## config.mk

```make
export PLATFORM = sky130hd
export DESIGN_NAME = alu_operand_stage
export DESIGN_NICKNAME = d
export VERILOG_FILES = /design/src/rtl/alu_operand_stage.sv
export SDC_FILE = /design/constraint.sdc
export NUM_CORES = 1
export LEC_CHECK = 0
export ABC_CLOCK_PERIOD_IN_PS = 2400
export BUFFER_PORTS_ARGS = -buffer_cell sky130_fd_sc_hd__buf_4
export CAP_MARGIN = 20
export CORE_MARGIN = 5
export CORE_UTILIZATION = 42
export CTS_BUF_LIST = sky130_fd_sc_hd__clkbuf_2 sky130_fd_sc_hd__clkbuf_4 sky130_fd_sc_hd__clkbuf_8
export CTS_CLUSTER_DIAMETER = 200
export CTS_CLUSTER_SIZE = 28
export DETAILED_ROUTE_END_ITERATION = 16
export PLACE_DENSITY = 0.68
export SKIP_LAST_GASP = 1
export SLEW_MARGIN = 15
export SYNTH_ARGS = -nofsm -noshare
export SYNTH_HDL_FRONTEND = slang
export SYNTH_SLANG_ARGS = --single-unit
```

## constraint.sdc

```tcl
create_clock -name clk -period 2.4 [get_ports clk]
set_clock_uncertainty 0.05 [all_clocks]
set_input_delay 0.12 -clock clk [delete_from_list [all_inputs] [get_ports clk]]
set_output_delay 0.12 -clock clk [all_outputs]
set_load 0.005 [all_outputs]
```

## src/rtl/alu_operand_stage.sv

```systemverilog
// Issue stage ahead of the integer ALU: resolves operands (x0, EX/WB forwarding, immediate),
// stalls on pending loads, and presents the bundle through a two-entry skid buffer.
module alu_operand_stage #(
    parameter int unsigned W    = 32,
    parameter int unsigned F3_W = 3,
    parameter int unsigned RA_W = 5
) (
    input  logic            clk,
    input  logic            rstn,
    input  logic            in_valid,
    output logic            in_ready,
    input  logic [F3_W-1:0] in_func3,
    input  logic            in_mode_flag,
    input  logic [RA_W-1:0] in_rs1_idx,
    input  logic [RA_W-1:0] in_rs2_idx,
    input  logic [W-1:0]    in_rs1_data,
    input  logic [W-1:0]    in_rs2_data,
    input  logic            in_use_imm,
    input  logic [W-1:0]    in_imm,
    input  logic [RA_W-1:0] in_rd_idx,
    input  logic            ex_fwd_valid,
    input  logic [RA_W-1:0] ex_fwd_idx,
    input  logic [W-1:0]    ex_fwd_data,
    input  logic            wb_valid,
    input  logic [RA_W-1:0] wb_idx,
    input  logic [W-1:0]    wb_data,
    input  logic            busy_valid,
    input  logic [RA_W-1:0] busy_idx,
    output logic            out_valid,
    input  logic            out_ready,
    output logic [F3_W-1:0] out_func3,
    output logic            out_mode_flag,
    output logic [W-1:0]    out_rs1,
    output logic [W-1:0]    out_rs2,
    output logic [RA_W-1:0] out_rd_idx
);

    typedef struct packed {
        logic [F3_W-1:0] func3;
        logic            mode_flag;
        logic [W-1:0]    rs1;
        logic [W-1:0]    rs2;
        logic [RA_W-1:0] rd_idx;
    } entry_t;

    entry_t out_q, out_d, skid_q, skid_d, new_entry;
    logic   out_valid_q, out_valid_d, skid_valid_q, skid_valid_d;
    logic   stall, accept, out_free;

    // EX has priority over WB; x0 always reads zero, so a forward to index 0 never matches.
    function automatic logic [W-1:0] resolve(
        input logic [RA_W-1:0] idx,
        input logic [W-1:0]    rf_data,
        input logic            ex_v,
        input logic [RA_W-1:0] ex_i,
        input logic [W-1:0]    ex_d,
        input logic            wb_v,
        input logic [RA_W-1:0] wb_i,
        input logic [W-1:0]    wb_d
    );
        if (idx == '0)                    return '0;
        else if (ex_v && (ex_i == idx))   return ex_d;
        else if (wb_v && (wb_i == idx))   return wb_d;
        else                              return rf_data;
    endfunction

    always_comb begin
        new_entry.func3     = in_func3;
        new_entry.mode_flag = in_mode_flag;
        new_entry.rs1       = resolve(in_rs1_idx, in_rs1_data, ex_fwd_valid, ex_fwd_idx,
                                      ex_fwd_data, wb_valid, wb_idx, wb_data);
        new_entry.rs2       = in_use_imm ? in_imm
                            : resolve(in_rs2_idx, in_rs2_data, ex_fwd_valid, ex_fwd_idx,
                                      ex_fwd_data, wb_valid, wb_idx, wb_data);
        new_entry.rd_idx    = in_rd_idx;
    end

    assign stall = busy_valid && (busy_idx != '0) &&
                   ((busy_idx == in_rs1_idx) || (!in_use_imm && (busy_idx == in_rs2_idx)));
    // Registered skid occupancy only, so in_ready never looks at out_ready.
    assign in_ready = !skid_valid_q && !stall;
    assign accept   = in_valid && in_ready;
    assign out_free = !out_valid_q || out_ready;

    always_comb begin
        out_d        = out_q;
        out_valid_d  = out_valid_q;
        skid_d       = skid_q;
        skid_valid_d = skid_valid_q;
        if (out_free) begin
            if (skid_valid_q) begin
                out_d        = skid_q;
                out_valid_d  = 1'b1;
                skid_valid_d = accept;
                if (accept) skid_d = new_entry;
            end else if (accept) begin
                out_d       = new_entry;
                out_valid_d = 1'b1;
            end else begin
                out_valid_d = 1'b0;
            end
        end else if (accept) begin
            skid_d       = new_entry;
            skid_valid_d = 1'b1;
        end
    end

    always_ff @(posedge clk or negedge rstn) begin
        if (!rstn) begin
            out_q        <= '0;
            out_valid_q  <= 1'b0;
            skid_q       <= '0;
            skid_valid_q <= 1'b0;
        end else begin
            out_q        <= out_d;
            out_valid_q  <= out_valid_d;
            skid_q       <= skid_d;
            skid_valid_q <= skid_valid_d;
        end
    end

    assign out_valid     = out_valid_q;
    assign out_func3     = out_q.func3;
    assign out_mode_flag = out_q.mode_flag;
    assign out_rs1       = out_q.rs1;
    assign out_rs2       = out_q.rs2;
    assign out_rd_idx    = out_q.rd_idx;

endmodule

```

# == After elaboration in Yosys (flattened, before gate mapping) ==
# Cells that the tools add are included.
# totals
reg_bits,148
output_inout_bits,75
# op_classes
n_reduce_logical,21
n_eq_ne,7
muxes,17
# op_table
op,count
$mux W73,5
$mux W32,7
$eq A5 B5 Y1,6
$logic_not A5 Y1,2
$logic_and A1 B1 Y1,9
$mux W1,5
$reduce_bool A5 Y1,1
$logic_not A1 Y1,4
$reduce_bool A2 Y1,2
$logic_or A1 B1 Y1,2
$ne A2 B2 Y1 const B,1
$reduce_and A2 Y1,1

# == Depth between registers and ports, before layout ==
# depth
depth_word,10
mapped_depth,9
depth_no_buf,6

# == Worst setup path after synthesis ==
# OpenSTA, ideal clock, no wires.
# synth_timing
kind,in2reg
startpoint,in wb_idx[2]
endpoint,"reg out_q, in the netlist out_rs1[20]"
required_time_ps,2218
n_path_buf,2
arrival_ps,1631
slack_ps,587
cell_stages,8
setup_time_ps,132
path_cell_list,xor2_1 nor4_1 and3_1 buf_2 buf_4 mux2_2 a222oi_1 o21ai_1
# synth_between
elab_chain_len,7
# synth_rtl
element,line_no,text
start: declaration,25,"input logic [RA_W-1:0] wb_idx,"
$eq A5 B5 Y1,63,else if (wb_v && (wb_i == idx)) return wb_d;
$logic_and A1 B1 Y1,63,
$mux W32,63,
$mux W32,62,else if (ex_v && (ex_i == idx)) return ex_d;
$mux W32,61,if (idx == '0) return '0;
$mux W73,96,end else if (accept) begin
$mux W73,91,if (skid_valid_q) begin
end signal: assignment,115,out_q <= out_d;
end: declaration,46,"entry_t out_q, out_d, skid_q, skid_d, new_entry;"
# No other way between the ends. The select of a mux whose other input is x is not followed.
# A chain may end at the register's enable or synchronous reset.

# == Worst setup path in the final report ==
# layout_timing
startpoint,reg skid_valid_q
endpoint,reg skid_q[65] (netlist name)
# layout_between
elab_chain_len,6
# layout_rtl
element,line_no,text
start: declaration,47,"logic out_valid_q, out_valid_d, skid_valid_q, skid_valid_d;"
start signal: assignment,118,skid_valid_q <= skid_valid_d;
$logic_not A1 Y1,81,assign in_ready = !skid_valid_q && !stall;
$logic_and A1 B1 Y1,81,
$logic_and A1 B1 Y1,82,assign accept = in_valid && in_ready;
$mux W73 (3 in a row),-,
end signal: assignment,117,skid_q <= skid_d;
end: declaration,46,
# Several ways; a longest one is shown, not always the timed one. The select of a mux whose other input is x is not followed.

==> out/summary.txt <==
RSZ-0062 raised after global routing: false
FF+latch count, synth: 148
worst hold path type: in -> reg
total number of vias: 8993
PwrDens: 635 nW/um^2
commonest non-fill, non-tap cell in the layout: buf_4
Max Cap Viol: 0
number of distinct library cells after synthesis: 39
Setup crit end kind: register
Synth area leaders: dfrtp_1 42%, nand2_1 6.0%, o41ai_2 5.9%, mux2_2 5.3%, o31ai_1 5.2%
Yosys warnings: 0
Arr. time, crit path: 2.30 ns
met1 Track Usage GR: 38.1%
starting density of the core: 43.1%
busiest grt layer: met2
Die H: 154 um
most frequent CP cell: buf_12
LEAKAGE: 5.48 nW
Worst VDD drop: 0.413 mV
CP required: 2.69 ns
routed wire length per instance: 21.6 um
WS Path Type: reg -> reg
Worst Max-Slew Pin Slew: 0.702 ns
Clk Latency, worst-skew pair: 0.45 ns
crit-path max cell delay: 0.52 ns
Setup TNS: 0 ns
final instance area: 12400 sq um
Slew HR: 53.0%
layout cell share with drive strength beyond 1: 33.7%
crit start category: register
met2 Usage GRT: 42.7%
CTS tree: done
Mapped Nets: 1165
max-slew violations: 0
row count: 52
Routability Congestion: 0.958
CP Cell Sequence: buf_12 > inv_1 > o2111ai_4 > buf_12 > buf_4 > o41ai_2
Area after DPL: 11200 sq um
synthesized area: 8770 sq um
Hold Vio Cnt, Final: 0
pin count of the biggest net entering global routing: 80
Die X: 154 um
gr usage total: 27.7%
Core ar.: 20400 sq um
clk sinks: 148
clk slew on worst S/H paths: 0.10 ns
number of nets in the layout: 1482
initial antenna violation count: 2
Via density: 5.75
remaining antenna violation count: 0
Fmax: 498 MHz
Root Driver: clkbuf_8
vias in the first global route: 8912
DRT Pass-1 Iters: 7
register area share after synthesis: 42.2%
P&R area growth vs syn: 41.2%
cell type with the largest total area after synthesis: dfrtp_1
IO Port Bufs: 276
Crit Path Max Fanout: 79
DRC: 0
Avg Cell Area, Syn: 9.11 sq um
grt ovf: 0
first-pass GRT wire length: 51900 um
CTS Buffer Depth: 2
number of buffers created by CTS: 17
Post-CTS Setup Repair Bufs: 0
Crit-path slowest cell: dfrtp_4
Cells after Synth: 963
Setup violations, final: 0
post-DP HPWL: 24600 um
I/O Pins: 277
Synth top area share: 42.2%
final wirelength: 33800 um
status: finished, final reports clean
Final min period: 2.01 ns
period utilization: 83.7%
DRT iter0 DRCs: 1141
Die ar.: 23900 sq um
H-tree Lvls: 4
commonest non-fill, non-tap cells in the layout: 310 x buf_4, 147 x dfrtp_1, 141 x nand2_1
met3 Track Usage GR: 7.01%
metrics by stage:
step / std cells / util (%) / setup WS (ns) / hold WS (ns) / power (W)
2_1_floorplan: 963 / - / 0.587 / -0.226 / 0.00457
3_3_place_gp: 1453 / 55.0 / -0.0788 / 0.0472 / 0.00578
3_5_place_dp: 1454 / 55.1 / 0.104 / 0.0463 / 0.00584
4_1_cts: 1563 / 60.8 / 0.372 / 0.0430 / 0.00791
5_1_grt: 1564 / 60.8 / 0.251 / 0.0573 / 0.00833
6_report: 1565 / 60.8 / 0.390 / 0.0655 / 0.00786
path summary, 6_finish.rpt:
| check | start | end | slack [ns] | cells past startpoint |
|---|---|---|---|---|
| setup reg to reg | skid_valid_q$_DFFE_PN0P_ | skid_q[65]$_DFFE_PN0P_ | 0.39 | 6 |
| hold reg to reg | skid_q[68]$_DFFE_PN0P_ | skid_q[68]$_DFFE_PN0P_ | 0.43 | 2 |
| min in group asynchronous | rstn | out_rs1[2]$_DFFE_PN0P_ | 0.11 | 2 |
| hold / removal | in_rs1_data[28] | out_rs1[28]$_DFFE_PN0P_ | 0.07 | 4 |
| setup / recovery | skid_valid_q$_DFFE_PN0P_ | skid_q[65]$_DFFE_PN0P_ | 0.39 | 6 |
| max in group asynchronous | rstn | out_rs2[30]$_DFFE_PN0P_ | 1.45 | 3 |
cell type report:
cell class,count,area (sq um)
Antenna cell,2,5.00
Fill cell,1747,7980
Clock buffer,20,263
Inverter,1,3.75
Timing Repair Buffer,398,3300
Tap cell,270,338
Clock inverter,12,123
Multi-Input combinational cell,714,4640
Sequential cell,148,3710
synthesized netlist by cell type:
master / n
nor2b_1: 1
o32a_1: 1
a31oi_1: 28
inv_1: 1
mux2_2: 41
or2_2: 1
buf_4: 9
o41ai_2: 32
nor4_1: 2
or4_1: 2
xor2_1: 9
o21ai_2: 1
nand2_1: 141
o21ai_0: 74
buf_6: 5
o21a_1: 5
nor2_4: 1
nand4_1: 35
nor3_2: 2
xnor2_1: 21
clkbuf_2: 2
a21oi_1: 33
nand3_1: 2
mux2i_1: 9
o2111ai_1: 1
o21ai_1: 35
nor2_1: 103
a211oi_1: 28
o31ai_1: 61
buf_1: 2
clkbuf_1: 59
and4_1: 1
nand2b_1: 1
buf_2: 23
nor3_1: 1
a222oi_1: 32
a2bb2oi_1: 4
dfrtp_1: 148
and3_1: 6
routing by layer:
layer,share of wire (%),wire length (um)
met5,0,0
met4,2.9,985
met3,9.4,3180
met2,46,15600
met1,42,14100
what timing repair did:
item,4_1_cts,5_1_grt
hold endpoints to repair,182,0
hold buffers,77,0
resized for setup,0,0
cells by family after synthesis:
family	synth area share (%)
compound gates	28.5
simple gates	14.5
xor+xnor	3.00
flops	42.2
mux	6.29
buf+inv	5.49
flip-flops by register name (all words and copies together) (netlist names):
signal and cells:
out_func3 3, out_valid 1, out_mode_flag 1, out_rd_idx 5, skid_q 73, out_rs1 32, out_rs2 32, skid_valid_q 1
report_power, final:
| group | internal (W) | leakage, nW | switching (W) |
|---|---|---|---|
| logic | 0.00129 | 3.45 | 0.00119 |
| clock network | 0.000892 | 0.188 | 0.00106 |
| registers | 0.00307 | 1.84 | 0.000360 |
worst max-delay path, delay by kind of cell (launching register included):
kind / cells / cell delay, ns
compound gates: 2 / 0.50
buf+inv: 4 / 0.81
flops: 1 / 0.52
(Power assumes the default switching activity.)
